[src/rtl/mult_share_arbiter_if.sv]
// mult_share_arbiter_if: requester bus plus the shared multiplier's operand/start/answer port
interface mult_share_arbiter_if #(
  parameter int M_BITS = 12,
  parameter int N_BITS = 8,
  parameter int NREQ = 4
);
  logic [NREQ-1:0] req;
  logic [NREQ*M_BITS-1:0] req_mpd;
  logic [NREQ*N_BITS-1:0] req_mpr;
  logic [NREQ-1:0] ack;
  logic [M_BITS+N_BITS-1:0] result;
  logic busy;
  logic [M_BITS-1:0] mult_mpd;
  logic [N_BITS-1:0] mult_mpr;
  logic mult_start;
  logic [M_BITS+N_BITS-1:0] mult_answer;
  modport slave (
    input req, req_mpd, req_mpr, mult_answer,
    output ack, result, busy, mult_mpd, mult_mpr, mult_start
  );
  modport master (
    output req, req_mpd, req_mpr, mult_answer,
    input ack, result, busy, mult_mpd, mult_mpr, mult_start
  );
endinterface

[src/rtl/mult_share_arbiter.sv]
// mult_share_arbiter: round-robin sharing of one fixed-latency multiplier among NREQ requesters
module mult_share_arbiter #(
  parameter int M_BITS = 12,
  parameter int N_BITS = 8,
  parameter int NREQ = 4,
  parameter int MULT_LAT = 8
) (
  input logic clk,
  input logic rst_n,
  mult_share_arbiter_if.slave bus
);
  localparam int PW = $clog2(NREQ);
  localparam int CW = $clog2(MULT_LAT + 1);
  localparam int RW = M_BITS + N_BITS;
  typedef enum logic [1:0] {IDLE, ISSUE, WAIT, RESP} state_t;
  state_t state, state_nx;
  logic [PW-1:0] ptr, win, gnt, off;
  logic [PW:0] sum;
  logic [2*NREQ-1:0] dbl;
  logic [CW-1:0] cnt;
  logic cap;
  logic [M_BITS-1:0] mpd;
  logic [N_BITS-1:0] mpr;
  logic [RW-1:0] res;
  // rotate req so ptr sits at bit 0, take the lowest set bit, then rotate back
  always_comb begin
    dbl = {bus.req, bus.req} >> ptr;
    off = '0;
    for (int k = NREQ - 1; k >= 0; k--) if (dbl[k]) off = PW'(k);
    sum = {1'b0, ptr} + {1'b0, off};
    gnt = PW'(sum >= (PW+1)'(NREQ) ? sum - (PW+1)'(NREQ) : sum);
  end
  always_comb begin
    state_nx = state;
    state_nx = state == IDLE  ? (|bus.req ? ISSUE : IDLE)
             : state == ISSUE ? (MULT_LAT == 1 ? RESP : WAIT)
             : state == WAIT  ? (cnt == CW'(1) ? RESP : WAIT)
             : IDLE;
  end
  assign cap = (state == ISSUE && MULT_LAT == 1) || (state == WAIT && cnt == CW'(1));
  always_ff @(posedge clk or negedge rst_n)
    if (!rst_n) state <= IDLE;
    else state <= state_nx;
  always_ff @(posedge clk or negedge rst_n)
    if (!rst_n) begin
      ptr <= '0;
      win <= '0;
      cnt <= '0;
      mpd <= '0;
      mpr <= '0;
      res <= '0;
    end else begin
      if (state == IDLE && |bus.req) begin
        win <= gnt;
        mpd <= bus.req_mpd[gnt*M_BITS +: M_BITS];
        mpr <= bus.req_mpr[gnt*N_BITS +: N_BITS];
      end
      if (state == ISSUE) cnt <= CW'(MULT_LAT - 1);
      else if (state == WAIT) cnt <= cnt - 1'b1;
      if (cap) res <= bus.mult_answer;
      if (state == RESP) ptr <= win == PW'(NREQ - 1) ? '0 : win + 1'b1;
    end
  assign bus.mult_start = state == ISSUE || state == WAIT;
  assign bus.busy = state != IDLE;
  assign bus.ack = state == RESP ? NREQ'(1) << win : '0;
  assign bus.mult_mpd = mpd;
  assign bus.mult_mpr = mpr;
  assign bus.result = res;
endmodule

[src/flat_wrapper.sv]
// flat-port wrapper written by rule: the top's interface ports become plain ports
module mult_share_arbiter_flat 
#(
  parameter int M_BITS = 12,
  parameter int N_BITS = 8,
  parameter int NREQ = 4,
  parameter int MULT_LAT = 8
)
  (clk, rst_n, bus_req, bus_req_mpd, bus_req_mpr, bus_mult_answer, bus_ack, bus_result, bus_busy, bus_mult_mpd, bus_mult_mpr, bus_mult_start);
  mult_share_arbiter_if #(.M_BITS(M_BITS), .N_BITS(N_BITS), .NREQ(NREQ)) bus_i ();
  input logic clk;
  input logic rst_n;
  input wire logic [$bits(bus_i.req)-1:0] bus_req;
  input wire logic [$bits(bus_i.req_mpd)-1:0] bus_req_mpd;
  input wire logic [$bits(bus_i.req_mpr)-1:0] bus_req_mpr;
  input wire logic [$bits(bus_i.mult_answer)-1:0] bus_mult_answer;
  output wire logic [$bits(bus_i.ack)-1:0] bus_ack;
  output wire logic [$bits(bus_i.result)-1:0] bus_result;
  output wire logic [$bits(bus_i.busy)-1:0] bus_busy;
  output wire logic [$bits(bus_i.mult_mpd)-1:0] bus_mult_mpd;
  output wire logic [$bits(bus_i.mult_mpr)-1:0] bus_mult_mpr;
  output wire logic [$bits(bus_i.mult_start)-1:0] bus_mult_start;
  assign bus_i.req = bus_req;
  assign bus_i.req_mpd = bus_req_mpd;
  assign bus_i.req_mpr = bus_req_mpr;
  assign bus_i.mult_answer = bus_mult_answer;
  assign bus_ack = bus_i.ack;
  assign bus_result = bus_i.result;
  assign bus_busy = bus_i.busy;
  assign bus_mult_mpd = bus_i.mult_mpd;
  assign bus_mult_mpr = bus_i.mult_mpr;
  assign bus_mult_start = bus_i.mult_start;
  mult_share_arbiter #(.M_BITS(M_BITS), .N_BITS(N_BITS), .NREQ(NREQ), .MULT_LAT(MULT_LAT)) u_core (.clk(clk), .rst_n(rst_n), .bus(bus_i));
endmodule
[config.mk]
export PLATFORM = sky130hd
export DESIGN_NAME = mult_share_arbiter_flat
export DESIGN_NICKNAME = d
export VERILOG_FILES = /design/src/rtl/mult_share_arbiter_if.sv /design/src/rtl/mult_share_arbiter.sv /design/src/flat_wrapper.sv
export SDC_FILE = /design/constraint.sdc
export NUM_CORES = 1
export LEC_CHECK = 0
export ABC_AREA = 1
export ABC_CLOCK_PERIOD_IN_PS = 5300
export CAP_MARGIN = 20
export CORE_UTILIZATION = 40
export DETAILED_ROUTE_END_ITERATION = 6
export DONT_BUFFER_PORTS = 1
export PLACE_DENSITY_LB_ADDON = 0.1
export SYNTH_ARGS = -nofsm -noshare
export SYNTH_HDL_FRONTEND = slang
export SYNTH_SLANG_ARGS = --single-unit
[constraint.sdc]
create_clock -name clk -period 5.3 [get_ports clk]
set_clock_uncertainty 0.2 [all_clocks]
set_input_delay 1.06 -clock clk [delete_from_list [all_inputs] [get_ports clk]]
set_output_delay 1.06 -clock clk [all_outputs]
set_load 0.005 [all_outputs]
# Word level (Yosys, flattened, before mapping)

Index checks and enable logic that the tools add are counted.
Widths: inputs -> output; s select.

Add/subtract/negate cells: 4
Multiply operators: 1
$lt $le $gt $ge: 1
Equality and inequality tests: 5
Shift-type cells: 4
Muxes and demuxes: 14
Reduce and logical (&&, ||, !) cells: 7

Operator list:

| kind                | count |
|---|---|
| $shiftx 48x7->12    | 1 |
| $shiftx 32x6->8     | 1 |
| $mux 2              | 9 |
| $mux 4              | 3 |
| $shr 8x2->4         | 1 |
| $eq 2x2->1 const B  | 3 |
| $eq 4x1->1 const B  | 1 |
| $mul 2x2->4 const B | 1 |
| $reduce_bool 2->1   | 2 |
| $reduce_or 4->1     | 1 |
| $shl 1x2->4 const A | 1 |
| $sub 4x1->4 const B | 1 |
| $add 2x2->3         | 1 |
| $ge 3x3->1 const B  | 1 |
| $add 2x1->2 const B | 1 |
| $eq 2x1->1 const B  | 1 |
| $logic_and 1x1->1   | 2 |
| $logic_not 2->1     | 1 |
| $mux 1              | 2 |
| $sub 2x1->2 const B | 1 |
| $logic_or 1x1->1    | 1 |

Register bits after elaboration: 50
Input bits: 106
Output and inout bits: 46
Logic and storage cells: 43

# Depth between registers and ports, before layout

Gate-level depths: netlist (run 1).

Word-level depth: 10
Depth in mapped cells: 15
Depth with buffers taken out: 14

# Worst setup path before layout (run 1)

OpenSTA, ideal clock, no wires.

Kind: input to register
Start: input bus_req[1]
End: register u_core.mpd[11], in the netlist u_core.bus.mult_mpd[11]
Setup time: 0.117 ns
Data arrival time: 2.608 ns
Required time: 4.983 ns
Path slack: 2.375 ns
Stages on the path: 12
Buffers on the path: 2
Path through: nand2_1 -> nand3_1 -> nand2_2 -> nand3_1 -> a21boi_0 -> ha_1 -> buf_4 -> clkbuf_1 -> mux2i_1 -> nand2_1 -> nand3_1 -> nand2_1

Word-level cells in the longest chain between the ends: 10
Elaborated cells on any way between the ends: 13
Those cells by class: add/sub (2); mul (1); order compare (1); shift (2); mux (5); reduce/logical (2)

Ends and longest elaborated chain:

| element                                   | line                     | text |
|---|---|---|
| from (decl)                               | flat_wrapper.sv:13       | `input wire logic [$bits(bus_i.req)-1:0] bus_req;` |
| $shr 8x2->4 *                             | mult_share_arbiter.sv:27 | `dbl = {bus.req, bus.req} >> ptr;` |
| $mux 2 (3 in series)                      | mult_share_arbiter.sv:29 | `for (int k = NREQ - 1; k >= 0; k--) if (dbl[k]) off = PW'(k);` |
| $mux 2 *                                  | mult_share_arbiter.sv:29 |  |
| $add 2x2->3 *                             | mult_share_arbiter.sv:30 | `sum = {1'b0, ptr} + {1'b0, off};` |
| $ge 3x3->1 or $sub 2x1->2 (tied branches) | mult_share_arbiter.sv:31 | `gnt = PW'(sum >= (PW+1)'(NREQ) ? sum - (PW+1)'(NREQ) : sum);` |
| $mux 2 *                                  | mult_share_arbiter.sv:31 |  |
| named net u_core.gnt[0]                   | mult_share_arbiter.sv:17 | `logic [PW-1:0] ptr, win, gnt, off;` |
| $mul 2x2->4 *                             | mult_share_arbiter.sv:55 | `mpd <= bus.req_mpd[gnt*M_BITS +: M_BITS];` |
| $shiftx 48x7->12 *                        | mult_share_arbiter.sv:55 |  |
| to (signal assigned)                      | mult_share_arbiter.sv:55 |  |
| to (decl)                                 | mult_share_arbiter.sv:22 | `logic [M_BITS-1:0] mpd;` |

The timed path passes the listed nets; every way through them passes the cells marked *.
A chain may end at the register's enable or synchronous reset.

# Worst setup path after layout (run 1)

Start: input bus_req[1]
End: register u_core.mpr[1], in the netlist u_core.bus.mult_mpr[1]

Word-level cells in the longest chain between the ends: 9
Elaborated cells on any way between the ends: 12
Those cells by class: add/sub (2); order compare (1); shift (2); mux (5); reduce/logical (2)

Ends and longest elaborated chain:

| element                                   | line                     | text |
|---|---|---|
| $shr 8x2->4                               | mult_share_arbiter.sv:27 |  |
| $mux 2 (4 in series)                      | mult_share_arbiter.sv:29 |  |
| $add 2x2->3                               | mult_share_arbiter.sv:30 |  |
| $ge 3x3->1 or $sub 2x1->2 (tied branches) | mult_share_arbiter.sv:31 |  |
| $mux 2                                    | mult_share_arbiter.sv:31 |  |
| $shiftx 32x6->8                           | mult_share_arbiter.sv:56 | `mpr <= bus.req_mpr[gnt*N_BITS +: N_BITS];` |
| to (signal assigned)                      | mult_share_arbiter.sv:56 |  |
| to (decl)                                 | mult_share_arbiter.sv:23 | `logic [N_BITS-1:0] mpr;` |

Parallel ways exist; a longest one is shown, timed or not.

==> results by group, run 1 <==
Yosys
  • Cells after synthesis: 316
  • Ys flop type: dfrtp_1
  • Number of flops mapped to enable cells by yosys: 0
  • Synth top area share: 42.1%
  • FFs w/ async S/R, synth: 100%
  • Seq/Total Area, Yosys: 42.1%
  • Synthesized area per cell: 9.40 µm²
  • Synth cell types: 27
  • Synth area leader: dfrtp_1
  • Mapped Area: 0.00297 mm²
  • Synth Register Bits: 50
  • Syn_nets: 433
  • YS warnings: 0
  • Area contributors post-synth: dfrtp_1 42%, mux2i_1 13%, nand2_1 9.0%

Cells and area
  • Most frequent cells in the layout: 71 x nand2_1, 51 x nand3_1, 50 x dfrtp_1
  • Fraction of layout cells with a size suffix above 1: 17.4%
  • Multi-input logic area: 0.00154 mm²
  • Layout Nets: 426
  • Filler Cell Count: 731
  • N_diodes: 0
  • Area growth from synthesis to layout: 6.32%
  • Sequential Area: 0.00125 mm²
  • Most common cell after layout, fill and taps aside: nand2_1
  • Fin cells: 409

Clock network
  • Number of setup buffers added after CTS: 0
  • CTS tree: yes
  • H-tree levels: 2
  • CTS Buf Count: 5
  • Max Root-Sink Buffers: 2
  • CTS clk-pin slew, worst paths: 0.10 ns
  • Gates resized, CTS repair: 0
  • Clk_lat worst skew: 0.31 ns
  • Hold Buf Count CTS: 0
  • Root buffer cell: clkbuf_8
  • # clock sinks: 50

Worst setup path
  • Worst path required time: 5.31 ns
  • Crit-path max cell delay: 0.39 ns
  • Crit path buffers/inverters: 0
  • CP startpoint kind: input port
  • CP delay by family, top: simple AND/OR/NAND/NOR gates
  • R2R Path Start: u_core.ptr[0]$_DFFE_PN0P_
  • WP data arrival: 2.93 ns
  • Cells on worst reg2reg path: 13
  • Worst reg2reg setup slack: 2.57 ns
  • Element type at the critical path end: register
  • Crit Path Class: input port to register
  • Crit-path slowest cell: nand2_4
  • Worst path cell trace: nand2_1 > nand3_1 > nand2_2 > nand3_1 > a21boi_0 > ha_2 > xnor2_1 > nand3_4 > nand2_4 > nand2_1 > nand3_1 > nand2_1
  • Worst reg2reg endpoint: u_core.bus.mult_mpr[1]$_DFFE_PN0P_
  • Worst-path maximum fanout: 21

Place
  • Port Buffers: 0
  • DP HPWL: 4.66 mm
  • GPL Wtd Cong: 0.822
  • Cell count after placement: 399

Status
  • Status: complete, no violations

STA
  • Rel. slew slack: 49.9%
  • Max Slew Vio Count: 0
  • Worst-Margin Slew: 0.750 ns
  • Final number of setup-violating endpoints: 0
  • Fin Setup TNS: 0 ns
  • RSZ-0062 raised after global routing: no
  • Crit share post-route: 55.2%
  • Fmax: 342 MHz
  • Tmin final: 2.92 ns
  • Final hold violations: 0

Detailed routing
  • Detail Route Antenna Nets: 0
  • Wire per inst: 16.3 µm
  • Routed wire length: 6.66 mm
  • Detailed-router iteration count before antenna repair: 4
  • Vias per cell: 5.17
  • DR vias: 2114
  • DR DRC count: 0
  • Initial detailed-routing violation count: 63

Floorplan
  • Initial core utilization: 41.2%
  • Ports: 152
  • Num rows: 31
  • Die area: 0.00777 mm²
  • Core area: 0.00721 mm²
  • Die Wd: 88.2 µm
  • Die Span Y: 88.2 µm

Pwr
  • Max VDD drop: 0.415 mV
  • Power Dens Cells: 807 mW/mm²
  • Static leakage: 0.00156 µW

Run
  • Max_cap viols: 0

Global routing
  • Largest net degree at the start of global routing: 51
  • GR peak layer: met2
  • Met2 GRT Util: 27.8%
  • First-pass GRT wire length: 9.74 mm
  • M3 GR Usage: 4.52%
  • Remaining Overflow, GRT: 0
  • Gr usage total: 16.7%
  • Met1 Track Usage GR: 21.4%
  • Initial antenna violation count: 0
  • Vias in the first global route: 1910

Worst hold path
  • Min-Delay Path Class: input port to asynchronous set/reset pin
==> registers in the layout, summed over array words and instances, names as in the netlist <==
name / cells
u_core.bus.result: 20
u_core.ptr: 2
u_core.cnt: 4
u_core.win: 2
u_core.bus.mult_mpd: 12
u_core.bus.mult_mpr: 8
u_core.state: 2
==> power breakdown <==
| group | internal [µW] | switching, µW | total, µW | leakage, µW |
|---|---|---|---|---|
| clock | 144 | 138 | 282 | 0.0000563 |
| combinational | 635 | 888 | 1520 | 0.000911 |
| sequential | 585 | 159 | 744 | 0.000596 |
| total | 1360 | 1180 | 2550 | 0.00156 |
==> synthesized netlist by cell type (2+ instances only) <==
| cell type | n |
|---|---|
| inv_2 | 2 |
| nor4_1 | 2 |
| buf_6 | 2 |
| buf_4 | 4 |
| inv_1 | 17 |
| nand2_2 | 13 |
| nand3_1 | 51 |
| ha_1 | 11 |
| buf_2 | 9 |
| nand2_4 | 4 |
| o21ai_0 | 4 |
| nor2_1 | 4 |
| nand2_1 | 71 |
| mux2_2 | 20 |
| mux2i_1 | 40 |
| clkbuf_1 | 2 |
| dfrtp_1 | 50 |
==> logic make-up after synthesis <==
family	count (synthesis)	share of synthesized area, %
xor+xnor	1	0.295
compound gates	9	1.81
fa+ha+maj	11	4.64
buf+inv	37	6.24
mux	60	21.1
simple gates	148	23.8
flops	50	42.1
==> routing by layer <==
metal	vias to the layer above	share of wire, %
met1	980	44
met2	86	48
met4	0	0.89
li1	1043	-
met5	-	0
met3	5	7.2
==> how the worst max path moves through the flow <==
stage | endpoint | slack [ns] | from | cells after the start
after global placement | u_core.bus.mult_mpr[2]$_DFFE_PN0P_ | 1.80 | bus_req[1] | 10
after detailed placement | u_core.bus.mult_mpr[2]$_DFFE_PN0P_ | 1.75 | bus_req[1] | 10
after CTS | u_core.bus.mult_mpr[2]$_DFFE_PN0P_ | 2.09 | bus_req[1] | 10
after global routing | u_core.bus.mult_mpr[1]$_DFFE_PN0P_ | 2.21 | bus_req[1] | 12
after floorplan | u_core.bus.mult_mpd[11]$_DFFE_PN0P_ | 2.37 | bus_req[1] | 12
final | u_core.bus.mult_mpr[1]$_DFFE_PN0P_ | 2.38 | bus_req[1] | 12
==> metrics by stage <==
step / utilization [%] / area (µm²) / power, µW / setup WS (ns) / hold WS [ns]
final: 43.8 / 3160 / 2550 / 2.38 / 0.240
after global routing: 43.8 / 3160 / 2780 / 2.21 / 0.207
after CTS: 43.3 / 3130 / 2560 / 2.09 / 0.220
after detailed placement: 41.7 / 3010 / 2270 / 1.75 / 0.299
after global placement: 41.5 / 2990 / 2250 / 1.80 / 0.296
after floorplan: - / 2970 / 2050 / 2.37 / 0.273
==> layout make-up <==
type                            instances  area share, %
Tap cell                               99           3.92
Clock inverter                          3           1.55
Multi-Input combinational cell        229           48.7
Inverter                               20           2.54
Sequential cell                        50           39.6
Timing Repair Buffer                    3           1.47
Clock buffer                            5           2.18
==> worst register-to-register path: cells and delay by family, from the launching register on <==
kind / cells / cell delay (ns)
DFF: 1 / 0.47
buffers and inverters: 1 / 0.09
AOI/OAI and AO/OA: 1 / 0.18
and+or+nand+nor: 9 / 1.31
adders and majority gates: 1 / 0.20
xor gates and xnor gates: 1 / 0.18
(Power assumes the default switching activity.)
==> run 2: changes to the inputs <==
Settings changed: ABC_CLOCK_PERIOD_IN_PS 5300 to 2430.
Clock period 5.3 ns to 2.43 ns, I/O delays scaled along.
==> run 2 against run 1 <==
Net effect: final cell count up 3.4%; wire length down 0.24%; final area up 6.5%; critical endpoint is now u_core.bus.mult_mpr[2]$_DFFE_PN0P_; largest power group unchanged.
==> results by group, run 2 (synthesis gave the netlist of run 1 again) <==
Floorplan
  • Core area: 0.00721 mm²
  • Die area: 0.00777 mm²
  • Ports: 152
  • Num rows: 31
  • Initial core utilization: 41.2%
  • Die Span Y: 88.2 µm
  • Die Wd: 88.2 µm

Cells and area
  • Most frequent cells in the layout: 70 x nand2_1, 51 x nand3_1, 48 x dfrtp_1
  • Filler Cell Count: 712
  • Most common cell after layout, fill and taps aside: nand2_1
  • Design area: 0.00336 mm²
  • Max reg flops: 20
  • Fin cells: 423
  • N_diodes: 0
  • Layout Nets: 440
  • Fraction of layout cells with a size suffix above 1: 22.2%
  • Area growth from synthesis to layout: 13.2%

Global routing
  • Gr usage total: 16.5%
  • Vias in the first global route: 2004
  • First-pass GRT wire length: 9.74 mm
  • Remaining Overflow, GRT: 0
  • Initial antenna violation count: 0
  • Largest net degree at the start of global routing: 51

Pwr
  • Max VDD drop: 0.701 mV
  • Static leakage: 0.00166 µW
  • Total power: 6150 µW
  • Power Dens Cells: 1830 mW/mm²

Clock network
  • Max Root-Sink Buffers: 2
  • # clock sinks: 50
  • CTS clk-pin slew, worst paths: 0.10 ns
  • Root buffer cell: clkbuf_8
  • Clk_lat worst skew: 0.30 ns
  • CTS Buf Count: 5
  • CTS tree: yes
  • H-tree levels: 2

Run
  • Max_cap viols: 0

Worst hold path
  • Worst hold path depth: 1
  • Min-Delay Path Class: input port to register
  • Hold Startpoint: bus_mult_answer[15]
  • WHS Endpoint: u_core.bus.result[15]$_DFFE_PN0P_

Worst setup path
  • CP startpoint kind: register
  • Worst reg2reg setup slack: 0.14 ns
  • Crit Path Class: register to register
  • Element type at the critical path end: register
  • WP data arrival: 2.30 ns
  • Worst reg2reg endpoint: u_core.bus.mult_mpr[2]$_DFFE_PN0P_
  • Worst-path maximum fanout: 16
  • Cells on worst reg2reg path: 11
  • R2R Path Start: u_core.ptr[0]$_DFFE_PN0P_
  • Worst path required time: 2.44 ns

STA
  • Max Slew Vio Count: 0
  • Tmin final: 2.29 ns
  • Rel. slew slack: 70.5%
  • Fmax: 436 MHz
  • Final number of setup-violating endpoints: 0
  • Min Hold Slack: 0.120 ns
  • Final hold violations: 0
  • RSZ-0062 raised after global routing: yes
  • Worst-Margin Slew: 0.438 ns
  • PnR worst setup slack: 0.136 ns
  • Crit share post-route: 94.4%

Detailed routing
  • DR vias: 2185
  • Routed wire length: 6.64 mm
  • Wire per inst: 15.7 µm
  • Initial detailed-routing violation count: 83
  • Vias per cell: 5.17
  • Detail Route Antenna Nets: 0
  • DR DRC count: 0
  • Detailed-router iteration count before antenna repair: 4

Place
  • DP HPWL: 4.79 mm
  • Setup WS pre-CTS: -0.0669 ns
  • DP Area: 0.00310 mm²
  • Cell count after placement: 407
  • GPL Wtd Cong: 0.736
  • Port Buffers: 0

Status
  • Status: complete, no violations
[run 2: cell types whose count changed in the layout (fill, tap and decap cells not counted), sizes merged]
cell         delta
buf            +12
clkbuf          +1
dlygate4sd3     +1
[run 2: power breakdown]
| part | internal (µW) | switching (µW) |
|---|---|---|
| combinational | 1810 | 2090 |
| sequential | 1280 | 346 |
| clock | 314 | 306 |
| total | 3410 | 2740 |
[run 2: worst max-delay path by stage]
stage / to / start / cells after the start
floorplan: u_core.bus.mult_mpd[11]$_DFFE_PN0P_ / u_core.ptr[0]$_DFFE_PN0P_ / 13
global placement: u_core.bus.mult_mpd[1]$_DFFE_PN0P_ / u_core.ptr[0]$_DFFE_PN0P_ / 14
detailed placement: u_core.bus.mult_mpd[9]$_DFFE_PN0P_ / u_core.ptr[0]$_DFFE_PN0P_ / 14
CTS: u_core.bus.mult_mpr[2]$_DFFE_PN0P_ / u_core.ptr[1]$_DFFE_PN0P_ / 13
global route: u_core.bus.mult_mpr[5]$_DFFE_PN0P_ / u_core.ptr[0]$_DFFE_PN0P_ / 11
finish: u_core.bus.mult_mpr[2]$_DFFE_PN0P_ / u_core.ptr[0]$_DFFE_PN0P_ / 11
[run 2: what timing repair did]
action                                  4_1_cts  5_1_grt
gates resized for setup                       2        7
pin swaps                                     0        3
endpoints found under the setup margin       21       21
cloned                                        0        1
endpoints found under the hold margin        50        0
hold buffers                                  2        0
buffers inserted                              0        5
[run 2: layer usage]
layer	global-route usage (%)	routed length, µm
met1	20.7	2900
met2	27.9	3200
met3	4.71	506
met4	3.96	38
met5	0	0
[run 2: per-stage QoR]
| stage | utilization (%) | TNS [ns] |
|---|---|---|
| 2_1_floorplan | - | 0 |
| 6_report | 46.6 | 0 |
| 3_5_place_dp | 42.9 | -0.937 |
| 4_1_cts | 45.2 | 0 |
| 5_1_grt | 46.6 | -0.0270 |
| 3_3_place_gp | 42.9 | 0 |
[run 2: cell type report]
class | instances | area [µm²] | area share, %
Clock inverter | 3 | 48.8 | 1.45
Inverter | 20 | 80.1 | 2.38
Multi-Input combinational cell | 229 | 1580 | 47.0
Clock buffer | 5 | 68.8 | 2.05
Timing Repair Buffer | 17 | 205 | 6.10
Tap cell | 99 | 124 | 3.68
Sequential cell | 50 | 1250 | 37.3
[run 2: worst max-delay path: stages, from the launching register on]
cell and delay, ns:
dfrtp_2 0.45, buf_4 0.14, nand2_1 0.07, nand3_1 0.11, nand3_1 0.12, a21boi_2 0.08
ha_4 0.33, buf_12 0.18, mux2i_1 0.25, nand3_1 0.12, nand3_1 0.09, nand2_1 0.05
